<file path="config.mk">
export PLATFORM = sky130hd
export DESIGN_NAME = rf_wb_arbiter
export DESIGN_NICKNAME = d
export VERILOG_FILES = /design/src/rtl/rf_wb_arbiter.sv
export SDC_FILE = /design/constraint.sdc
export NUM_CORES = 1
export LEC_CHECK = 0
export ABC_AREA = 1
export BUFFER_PORTS_ARGS = -buffer_cell sky130_fd_sc_hd__buf_4
export CAP_MARGIN = 20
export CORE_UTILIZATION = 40
export DETAILED_ROUTE_END_ITERATION = 8
export PLACE_DENSITY = 0.82
export SETUP_SLACK_MARGIN = 0.4
export SLEW_MARGIN = 20
export SYNTH_ARGS = -nofsm -noshare
export SYNTH_HDL_FRONTEND = slang
export SYNTH_SLANG_ARGS = --single-unit
export TNS_END_PERCENT = 1
</file>
<file path="constraint.sdc">
create_clock -name clk -period 3.9 [get_ports clk]
set_input_delay 0.78 -clock clk [delete_from_list [all_inputs] [get_ports clk]]
set_output_delay 0.78 -clock clk [all_outputs]
set_load 0.03 [all_outputs]
</file>
<file path="src/rtl/rf_wb_arbiter.sv">
// Write-back arbiter: three requesters share one register-file write port via a 1-cycle staging
// register. Define WB_ROUND_ROBIN_EN for round-robin arbitration; otherwise fixed priority 0>1>2.
module rf_wb_arbiter (
  input  logic             clk,
  input  logic             rst,
  input  logic [2:0]       req,
  input  logic [2:0][4:0]  sel,
  input  logic [2:0][31:0] dat,
  output logic [2:0]       gnt,
  output logic             wen,
  output logic [4:0]       wsel,
  output logic [31:0]      wdat,
  output logic [31:0]      pend_mask
);

  logic [1:0]  win;
  logic        any_req;
  logic        grant_vld;
  logic [4:0]  win_sel;
  logic [31:0] win_dat;

  logic        wen_q;
  logic [4:0]  wsel_q;
  logic [31:0] wdat_q;

  assign any_req = |req;

`ifdef WB_ROUND_ROBIN_EN
  logic [1:0] ptr_q;
  logic [1:0] ptr_d;
  logic [1:0] ptr_eff;
  logic [1:0] c0, c1, c2;

  always_comb begin
    // Encoding 3 is never produced; fold it onto 0 should it ever appear.
    ptr_eff = (ptr_q == 2'd3) ? 2'd0 : ptr_q;
    c0 = 2'd0;
    c1 = 2'd1;
    c2 = 2'd2;
    unique case (ptr_eff)
      2'd1: begin
        c0 = 2'd1;
        c1 = 2'd2;
        c2 = 2'd0;
      end
      2'd2: begin
        c0 = 2'd2;
        c1 = 2'd0;
        c2 = 2'd1;
      end
      default: begin
        c0 = 2'd0;
        c1 = 2'd1;
        c2 = 2'd2;
      end
    endcase

    if (req[c0]) begin
      win = c0;
    end else if (req[c1]) begin
      win = c1;
    end else begin
      win = c2;
    end

    if (any_req) begin
      ptr_d = (win == 2'd2) ? 2'd0 : win + 2'd1;
    end else begin
      ptr_d = ptr_eff;
    end
  end
`else
  always_comb begin
    if (req[0]) begin
      win = 2'd0;
    end else if (req[1]) begin
      win = 2'd1;
    end else begin
      win = 2'd2;
    end
  end
`endif

  assign grant_vld = any_req & ~rst;

  always_comb begin
    gnt     = 3'b000;
    win_sel = sel[0];
    win_dat = dat[0];
    unique case (win)
      2'd1: begin
        win_sel = sel[1];
        win_dat = dat[1];
      end
      2'd2: begin
        win_sel = sel[2];
        win_dat = dat[2];
      end
      default: begin
        win_sel = sel[0];
        win_dat = dat[0];
      end
    endcase
    if (grant_vld) begin
      gnt = 3'b001 << win;
    end
  end

  always_ff @(posedge clk or posedge rst) begin
    if (rst) begin
      wen_q  <= 1'b0;
      wsel_q <= 5'd0;
      wdat_q <= 32'd0;
`ifdef WB_ROUND_ROBIN_EN
      ptr_q  <= 2'd0;
`endif
    end else begin
      if (any_req) begin
        // A grant to x0 is consumed but never becomes a write.
        wen_q  <= (win_sel != 5'd0);
        wsel_q <= win_sel;
        wdat_q <= win_dat;
      end else begin
        wen_q  <= 1'b0;
      end
`ifdef WB_ROUND_ROBIN_EN
      ptr_q <= ptr_d;
`endif
    end
  end

  assign wen       = wen_q;
  assign wsel      = wsel_q;
  assign wdat      = wdat_q;
  assign pend_mask = wen_q ? (32'd1 << wsel_q) : 32'd0;

endmodule

</file>
==> flow_summary_export.csv <==
group,metric,value,unit
cts,tritoncts,"done",
critical_path,worst_setup_path_start_kind,"primary input",
finish,layout-drive-gt1-share,43.73,%
detailed_routing,routed_wl,8.088,mm
die,die_w,79.11,µm
global_route,grt_use_met3,7.471,%
detailed_routing,drtAntennaViolNets,0,
synth,syn-num-nets,450,
global_route,met2_usage,46.64,%
die,die_y,79.11,µm
die,fp-row-count,27,
global_route,top_usage_layer,"met2",
synth,yosysWarnings,0,
cts,clock-sinks,38,
die,io_pins,189,
sta,final.min_clock_period,2.986,ns
sta,whs,0.5391,ns
min_path,hp-class,"flop to flop",
cts,clkLatencyLatePin,0.28,ns
sta,finalCritPeriodShare,76.56,%
detailed_routing,vias_per_cell,5.165,
critical_path,slowest_stage,"nor2_4",
sta,finClkSkew,0,ns
die,die_area,6258,µm²
finish,diodes,0,
synth,synth_cell_type_count,20,
global_route,grt_pass1_wl,12.34,mm
power,p_leak,1.950,nW
finish,post-route-util,68.85,%
global_route,grt_max_degree,43,
critical_path,path_cells,"buf_4 > nor2_4 > nand3_1 > inv_1 > buf_4",
critical_path,crit_top_cell,"buf_4",
critical_path,crit_type,"primary input to output port",
place,dp_hpwl,6.116,mm
cts,postCtsResizedCells,0,
place,portBuffers,188,
sta,setup_tns,0,ns
critical_path,worstSetupEndpointType,"output port",
power,ir_worst_vdd,197.6,µV
finish,nNetsFinal,625,
cts,hold_buffers,0,
critical_path,cp.required,3.12,ns
run_status,status,"completed",
place,gp_congestion,0.8411,
power,power,0.001204,W
global_route,grt_overflow,0,
global_route,grt_antenna_before_repair,0,
run,drv_cap,0,
critical_path,cpLargestDelayFamily,"simple AND/OR/NAND/NOR gates",
sta,worst_pin_slew,0.8407,ns
detailed_routing,vias,3006,
cts,htreeDepth,2,
power,p_per_area,311.9,nW/µm²
finish,area_delta_synth_final,62.34,%
sta,report.final.setup_viol,0,
global_route,grt_pass1_vias,2769,
detailed_routing,wl_per_cell,13.90,µm
critical_path,critPathMaxStageDelay,0.73,ns
sta,max_freq,334.9,MHz
synth,netlist_area,2379,µm²
detailed_routing,firstDrtPassIters,4,
synth,synth-seq-cells,38,
sta,finalMaxSlewViolations,0,
synth,seq_area_frac_synth,39.98,%
cts,clockBufferDepth,2,
synth,avgSynthCellArea,7.121,µm²
critical_path,worst-endpoint-arrival,2.21,ns
cts,path_clk_slew,0.07,ns
sta,max_slew_margin,43.82,%
die,core,5608,µm²
critical_path,cp_max_fo,40,
global_route,grt_usage,25.62,%
detailed_routing,first_iter_violations,119,
sta,rsz0062_at_grt,"no",
critical_path,path_buf_inv,3,
detailed_routing,drcViolationCount,0,
synth,synthCells,334,
cts,cts_setup_buffers,0,
global_route,use_met1,27.52,%
sta,hold_viol_final,0,
cts,numCtsBuffers,5,
cts,clockRootBuffer,"clkbuf_8",
die,initial_core_util,42.41,%
-- report_power, final --
group | switching, W | internal, W | total [W]
Sequential | 0.0000356 | 0.000437 | 0.000472
Combinational | 0.000261 | 0.000187 | 0.000449
Clock | 0.000141 | 0.000142 | 0.000283
Total | 0.000438 | 0.000766 | 0.00120
-- cell usage in the layout (no fill, tap or decap), drive strengths merged, types with 4 or more instances in the layout --
cell    netlist  final
nor2         79     79
buf          17    191
dfrtp        38     38
inv          16     15
nand4        16     16
a31oi        31     31
clkbuf        6      6
o21ai         5      5
nand3         4      4
a21oi        31     31
nand2        89     89
-- synthesized netlist by cell type (all sizes together) --
cell / n / area share [%]
o21ai: 5 / 1.1
buf: 17 / 4.8
dfrtp: 38 / 40
nor3: 1 / 0.21
a41oi: 1 / 0.37
clkbuf: 6 / 0.95
nand3: 4 / 0.84
a21oi: 31 / 9.4
a31oi: 31 / 8.2
nand4: 16 / 4.2
nand2: 89 / 14
inv: 16 / 2.6
nor2: 79 / 13
-- routing by layer --
metal,up-vias,part of all wire (%)
met2,139,52
met4,0,2.8
met1,1387,37
met3,20,7.9
met5,-,0
li1,1460,-
-- kinds of logic after synthesis --
family / count (synthesis) / share of synthesized area, %
buffers and inverters: 39 / 8.364
AO/OA/AOI/OAI: 68 / 18.94
flip-flops: 38 / 39.98
AND/OR/NAND/NOR: 189 / 32.72
-- tightest hold or removal path, cell delays in order (launching register included) --
cell and delay, ns:
dfrtp_1 0.38, nand2_1 0.06, o21ai_1 0.06
-- stage by stage --
stage / cells / area [µm²] / worst slack, ns
after global routing: 582 / 3861 / 0.7966
final: 582 / 3861 / 0.9143
after detailed placement: 574 / 3766 / 0.8879
after global placement: 574 / 3766 / 0.9047
after CTS: 582 / 3861 / 0.8820
after floorplan: 334 / 2379 / 1.142
-- layout make-up --
cell class                      count  area [µm²]
Fill cell                         482        1747
Timing Repair Buffer              191        1434
Inverter                           16       62.56
Multi-Input combinational cell    257        1229
Clock buffer                        6       82.58
Clock inverter                      2       12.51
Tap cell                           72       90.09
Sequential cell                    38       950.9
-- worst paths after layout --
kind,from,endpoint,slack [ns],depth (start not counted)
max in group asynchronous,rst,wsel[4],2.89,3
min in group asynchronous,rst,wdat[20],0.67,3
worst min register to register,wsel[4],wsel[4],0.54,2
worst max-delay path,req[0],gnt[2],0.91,5
worst min-delay path,wsel[4],wsel[4],0.54,2
worst max register to register,wsel[3],wsel[3],3.09,2
-- registers in the layout, summed over array words and instances, names as in the netlist --
signal  cells
wen         1
wdat       32
wsel        5
Power figures use the tool's default switching activity.
